$ cat src/rtl/seq_multiplier.sv
// Sequential shift-and-add multiplier.
// One multiplier bit is consumed per clock, LSB first. Signed operands are
// reduced to magnitudes at acceptance and the sign is applied once, when the
// final sum is written to the product register.
module seq_multiplier #(
    parameter int WIDTH = 8
) (
    input  logic                 clk,
    input  logic                 rst_n,
    input  logic                 start,
    input  logic                 signed_mode,
    input  logic [WIDTH-1:0]     a,
    input  logic [WIDTH-1:0]     b,
    output logic                 busy,
    output logic                 done,
    output logic [2*WIDTH-1:0]   product
);

    localparam int CNT_W = $clog2(WIDTH);

    typedef enum logic [1:0] {
        IDLE = 2'd0,
        CALC = 2'd1,
        DONE = 2'd2
    } state_t;

    state_t               state;
    state_t               state_next;
    logic [2*WIDTH-1:0]   mcand;
    logic [2*WIDTH-1:0]   acc;
    logic [2*WIDTH-1:0]   sum;
    logic [WIDTH-1:0]     mplier;
    logic [CNT_W-1:0]     cnt;
    logic                 negate;
    logic                 last;

    // Magnitude of an operand. The most-negative value maps onto its own bit
    // pattern, which read as unsigned is exactly 2**(WIDTH-1).
    function automatic logic [WIDTH-1:0] magnitude(input logic signed [WIDTH-1:0] v,
                                                   input logic use_sign);
        if (use_sign && (v < 0))
            return -v;
        return v;
    endfunction

    // Apply the result sign; a zero magnitude is never negated.
    function automatic logic [2*WIDTH-1:0] apply_sign(input logic [2*WIDTH-1:0] mag,
                                                      input logic neg);
        if (neg && (mag != '0))
            return -mag;
        return mag;
    endfunction

    assign sum  = acc + (mplier[0] ? mcand : '0);
    assign last = (cnt == CNT_W'(WIDTH - 1));
    assign busy = (state == CALC);
    assign done = (state == DONE);

    // State register.
    always_ff @(posedge clk) begin
        if (!rst_n)
            state <= IDLE;
        else
            state <= state_next;
    end

    // Next-state logic: IDLE -> CALC on start, WIDTH CALC edges, one DONE cycle.
    always_comb begin
        state_next = state;
        case (state)
            IDLE:    if (start) state_next = CALC;
            CALC:    if (last)  state_next = DONE;
            DONE:    state_next = IDLE;
            default: state_next = IDLE;
        endcase
    end

    // Datapath: latch operands on acceptance, accumulate one bit per CALC edge,
    // and write the signed-corrected product on the final CALC edge only.
    always_ff @(posedge clk) begin
        if (!rst_n) begin
            mcand   <= '0;
            mplier  <= '0;
            acc     <= '0;
            cnt     <= '0;
            negate  <= 1'b0;
            product <= '0;
        end else begin
            case (state)
                IDLE: begin
                    if (start) begin
                        mcand  <= {{WIDTH{1'b0}}, magnitude($signed(a), signed_mode)};
                        mplier <= magnitude($signed(b), signed_mode);
                        acc    <= '0;
                        cnt    <= '0;
                        negate <= signed_mode & (a[WIDTH-1] ^ b[WIDTH-1]);
                    end
                end
                CALC: begin
                    acc    <= sum;
                    mcand  <= mcand << 1;
                    mplier <= mplier >> 1;
                    cnt    <= cnt + 1'b1;
                    if (last)
                        product <= apply_sign(sum, negate);
                end
                default: begin
                end
            endcase
        end
    end

endmodule

$ cat config.mk
export PLATFORM = sky130hd
export DESIGN_NAME = seq_multiplier
export DESIGN_NICKNAME = d
export VERILOG_FILES = /design/src/rtl/seq_multiplier.sv
export SDC_FILE = /design/constraint.sdc
export NUM_CORES = 1
export LEC_CHECK = 0
export BUFFER_PORTS_ARGS = -buffer_cell sky130_fd_sc_hd__buf_2
export CAP_MARGIN = 10
export CORE_MARGIN = 10
export CORE_UTILIZATION = 45
export CTS_BUF_LIST = sky130_fd_sc_hd__clkbuf_8
export DETAILED_ROUTE_END_ITERATION = 6
export GPL_TIMING_DRIVEN = 0
export PLACE_DENSITY_LB_ADDON = 0.1
export SYNTH_ARGS = -nofsm -noshare
export SYNTH_HDL_FRONTEND = slang
export SYNTH_SLANG_ARGS = --single-unit
$ cat constraint.sdc
create_clock -name clk -period 3.3 [get_ports clk]
set_input_delay 0.165 -clock clk [delete_from_list [all_inputs] [get_ports clk]]
set_output_delay 0.165 -clock clk [all_outputs]
set_load 0.01 [all_outputs]
==> reports/qor.txt <==
WORST SETUP PATH
-----------------------------------------------------------------------------------------
Crit Reg-Reg Startpoint .................................................... mplier[0]$_SDFFE_PN0P_
Critical Path Start Type ...................................................     register
Family with the most delay on the worst path ............................... compound AO/OA/AOI/OAI gates
Endpoint required time on the critical path ................................      3.52 ns
Worst reg2reg endpoint ..................................................... product[1]$_SDFFE_PN0P_
Standard cell with the maximum stage delay on the critical path ............ sky130_fd_sc_hd__or4b_4
Sequence of cells on the critical path ..................................... and2_4, ha_4, fa_2, a21o_1, a221o_1, a211o_1, a22oi_2, or4b_4, o41ai_4, buf_6, mux2i_2, a21oi_1
Largest fanout of any net on the critical path .............................            8
Number of logic stages on the critical path including buffering ............           12
CP bufs+invs ...............................................................            1
Number of cells on the worst reg-to-reg path ...............................           12
Startpoint-to-endpoint class of the critical path .......................... register to register
Crit path from ............................................................. mplier[0]$_SDFFE_PN0P_
Setup slack on the worst flop-to-flop path .................................     -0.35 ns
Kind of end point of the critical path .....................................     register
Crit path DAT ..............................................................      3.88 ns
Critical path capture point ................................................ product[1]$_SDFFE_PN0P_
Critical Path Max Stage Delay ..............................................      0.52 ns

GRT
-----------------------------------------------------------------------------------------
First-pass GRT wire length .................................................     19300 um
GRT Overall Usage ..........................................................        17.8%
Via count of the first global-routing pass .................................         4067
Antenna violations before repair ...........................................            0
Congestion Overflow GR .....................................................            0
Pin count of the biggest net entering global routing .......................           13

STA
-----------------------------------------------------------------------------------------
Worst setup slack after layout .............................................    -0.354 ns
Final count of negative-setup-slack endpoints ..............................           11
Max frequency ..............................................................      274 MHz
Unrepaired setup endpoints after global routing ............................          yes
Time the final worst path needs with I/O delays and setup ..................      3.65 ns
Final hold vios ............................................................            0
Max-slew headroom at the worst pin .........................................        50.9%
Final worst path period share ..............................................         111%
Final clock skew ...........................................................   0.00976 ns
Final Max Tran Viols .......................................................            0
Worst slew pin tran ........................................................     0.736 ns

POWER
-----------------------------------------------------------------------------------------
Power density over the cells ...............................................   390 nW/um2
Static leakage .............................................................      2.00 nW
Worst-case vdd ir drop .....................................................   0.000169 V
Total power ................................................................      1.96 mW

SYNTH
-----------------------------------------------------------------------------------------
Post-synthesis sequential element count ....................................           62
Proportion of register bits with asynchronous set or reset after synthesis .           0%
Post-synth EDFFs ...........................................................            0
Syn_nets ...................................................................          555
Warnings, synthesis ........................................................            0
Average size of a mapped cell ..............................................     7.73 um2
Portion of the post-synthesis area used by sequential elements .............        31.2%
Cell area after synthesis ..................................................     3980 um2
Synth Flop Type ............................................................ sky130_fd_sc_hd__dfxtp_1
Gate Count Post-Synth ......................................................          514
Distinct cell type count of the synthesized netlist ........................           60

CLOCK NETWORK
-----------------------------------------------------------------------------------------
Clock buffer depth .........................................................            2
Clock slew at the register clock pins of the worst setup and hold paths ....      0.07 ns
Total CTS buffers ..........................................................            9
Sinks on Clock Net .........................................................           62
CTS tree ...................................................................          yes
Master cell of the clock root buffer ....................................... sky130_fd_sc_hd__clkbuf_8
Skew-Pair Late Insertion Delay .............................................      0.35 ns
H-tree Lvls ................................................................            3

DETAILED ROUTING
-----------------------------------------------------------------------------------------
Initial DRC count ..........................................................          185
First drt pass iteration count .............................................            5
Top metal layer carrying routed signals ....................................         met4
Post-DR vias/cell ..........................................................         5.90
WL per Instance ............................................................      16.9 um
Total detailed-routing wirelength ..........................................     11800 um
Routed length on met2 ......................................................      5780 um
Amount of wire on met3 after detailed routing ..............................       657 um
DRT met1 WL ................................................................      5110 um
Drc violations .............................................................            0
Detail Route Antenna Nets ..................................................            0
Via count ..................................................................         4105

DIE
-----------------------------------------------------------------------------------------
Height of the die ..........................................................       114 um
Number of I/O pins .........................................................           38
Starting Density ...........................................................        45.8%
Die Area ...................................................................    13000 um2
Overall die width ..........................................................       114 um
Placeable Area .............................................................     8680 um2
Number of standard-cell rows in the floorplan ..............................           34

FINAL LAYOUT
-----------------------------------------------------------------------------------------
Highest-count cells in the layout ignoring fill and taps ................... sky130_fd_sc_hd__a21oi_1 (62), sky130_fd_sc_hd__nand2_1 (60), sky130_fd_sc_hd__dfxtp_1 (60)
Cell Count, Final, Fillers Out .............................................          696
Count of filler cells inserted in the layout ...............................          821
Post-layout nets ...........................................................          624
Combined area of the multi-input logic cells ...............................     2810 um2
Leading cell type in the layout, fill and taps excluded .................... sky130_fd_sc_hd__a21oi_1
Share of final-layout standard cells stronger than drive strength 1 ........        21.9%
Layout Area Growth over Synthesis ..........................................        26.3%
Ant. Diodes ................................................................            0
Sequential standard cell area ..............................................     1250 um2

PLACE
-----------------------------------------------------------------------------------------
Number of placed instances with taps included ..............................          660
Final weighted congestion in routability-driven placement ..................        0.873
Count of port buffers added during placement ...............................           37
Placed wire-length estimate after detailed placement .......................      8550 um

MIN PATH
-----------------------------------------------------------------------------------------
Worst min-delay path category .............................................. input port to register

OUTCOME
-----------------------------------------------------------------------------------------
Violations in the final reports ............................................ setup timing
Outcome .................................................................... complete, but fails checks

RUN
-----------------------------------------------------------------------------------------
Max-capacitance violation count ............................................            0

## metrics by stage
| step | TNS, ns | hold slack, ns | worst slack (ns) | cell area (um2) | utilization (%) |
|---|---|---|---|---|---|
| finish | -2.75 | 0.0851 | -0.354 | 5020 | 57.9 |
| global route | -3.89 | 0.0943 | -0.447 | 5020 | 57.9 |
| CTS | -1.80 | 0.0677 | -0.291 | 4890 | 56.3 |
| detailed placement | -5.89 | 0.449 | -0.695 | 4330 | 49.9 |
| global placement | -6.20 | 0.440 | -0.772 | 4320 | 49.8 |
| floorplan | -0.357 | 0.301 | -0.111 | 4000 | - |
## per-layer routing
| layer | vias up | GRT usage, % |
|---|---|---|
| met5 | - | 0 |
| met4 | 0 | 6.18 |
| met3 | 22 | 3.99 |
| met2 | 123 | 31.2 |
| met1 | 1946 | 20.8 |
| li1 | 2014 | - |
## layout make-up
class                   count  area share, %
plain buffers              29           2.69
clock buffers               9           2.47
clock inverters             7           2.89
inverters                  16           1.20
multi-input cells         404           55.9
flip-flops and latches     62           24.8
well taps                 108           2.69
repair buffers             61           7.38
## power breakdown
part           switching (mW)  leakage (nW)  internal (mW)  total (mW)
combinational           0.158          1.37         0.0950       0.253
clock                   0.343         0.130          0.582       0.925
sequential             0.0152         0.504          0.767       0.782
total                   0.516          2.00           1.44        1.96
## worst min path at each step
stage,start,end,slack [ns],cells after the start
floorplan,a[0],mcand[0]$_SDFFE_PN0P_,0.30,2
global placement,product[2]$_SDFFE_PN0P_,product[2]$_SDFFE_PN0P_,0.44,2
detailed placement,a[0],mcand[0]$_SDFFE_PN0P_,0.45,3
CTS,a[0],mcand[0]$_SDFFE_PN0P_,0.07,3
global route,a[0],mcand[0]$_SDFFE_PN0P_,0.09,3
finish,a[0],mcand[0]$_SDFFE_PN0P_,0.09,3
## registers in the layout (all words and copies together) (netlist names)
signal,flops
mplier,8
mcand,16
negate,1
state,2
acc,16
cnt,3
product,16
## cell usage after synthesis, types with 2 or more instances
library cell / n / share of area [%]
sky130_fd_sc_hd__a21o_1: 5 / 0.94
sky130_fd_sc_hd__o21ai_0: 21 / 2.6
sky130_fd_sc_hd__a2111oi_0: 2 / 0.44
sky130_fd_sc_hd__xor2_1: 14 / 3.1
sky130_fd_sc_hd__buf_1: 2 / 0.19
sky130_fd_sc_hd__nor3_1: 17 / 2.1
sky130_fd_sc_hd__nand3_1: 34 / 4.3
sky130_fd_sc_hd__o21ai_1: 5 / 0.63
sky130_fd_sc_hd__o2111a_1: 2 / 0.57
sky130_fd_sc_hd__a21oi_1: 64 / 8.1
sky130_fd_sc_hd__nor3b_1: 2 / 0.38
sky130_fd_sc_hd__a211o_1: 3 / 0.66
sky130_fd_sc_hd__or3_1: 6 / 0.94
sky130_fd_sc_hd__ha_1: 20 / 6.3
sky130_fd_sc_hd__nor2_1: 27 / 2.5
sky130_fd_sc_hd__a211oi_1: 9 / 1.7
sky130_fd_sc_hd__or4_1: 2 / 0.38
sky130_fd_sc_hd__xnor2_1: 10 / 2.2
sky130_fd_sc_hd__o21a_1: 6 / 1.1
sky130_fd_sc_hd__nand2_1: 60 / 5.7
sky130_fd_sc_hd__nand2b_1: 5 / 0.79
sky130_fd_sc_hd__inv_1: 14 / 1.3
sky130_fd_sc_hd__nor2b_1: 3 / 0.47
sky130_fd_sc_hd__o311ai_0: 3 / 0.66
sky130_fd_sc_hd__and3_1: 3 / 0.47
sky130_fd_sc_hd__mux2i_1: 3 / 0.76
sky130_fd_sc_hd__o211ai_1: 3 / 0.57
sky130_fd_sc_hd__a31oi_1: 8 / 1.3
sky130_fd_sc_hd__nor4_1: 3 / 0.47
sky130_fd_sc_hd__a22oi_1: 13 / 2.5
sky130_fd_sc_hd__and2_1: 23 / 3.6
sky130_fd_sc_hd__buf_6: 2 / 0.57
sky130_fd_sc_hd__a221oi_1: 4 / 0.88
sky130_fd_sc_hd__o31ai_1: 2 / 0.38
sky130_fd_sc_hd__clkbuf_1: 28 / 2.6
sky130_fd_sc_hd__dfxtp_1: 62 / 31
## worst register-to-register path: cells and delay by family (launching register included)
family,cells,cell delay [ns]
AOI/OAI and AO/OA,6,1.55
DFF,1,0.37
adders and majority gates,2,0.55
and+or+nand+nor,2,0.67
muxes,1,0.22
buffers and inverters,1,0.18
## timing repair
item,4_1_cts,5_1_grt
setup endpoints to repair,11,11
pin swaps,17,10
hold buffers,0,0
setup buffers,16,7
resized for setup,35,16
## cells by family after synthesis
logic type      synth area share [%]
compound gates                  27.1
xor+xnor                        5.29
fa+ha+maj                       6.80
buf+inv                         4.91
flops                           31.2
mux                            0.755
simple gates                    23.9
(Power assumes the default switching activity.)
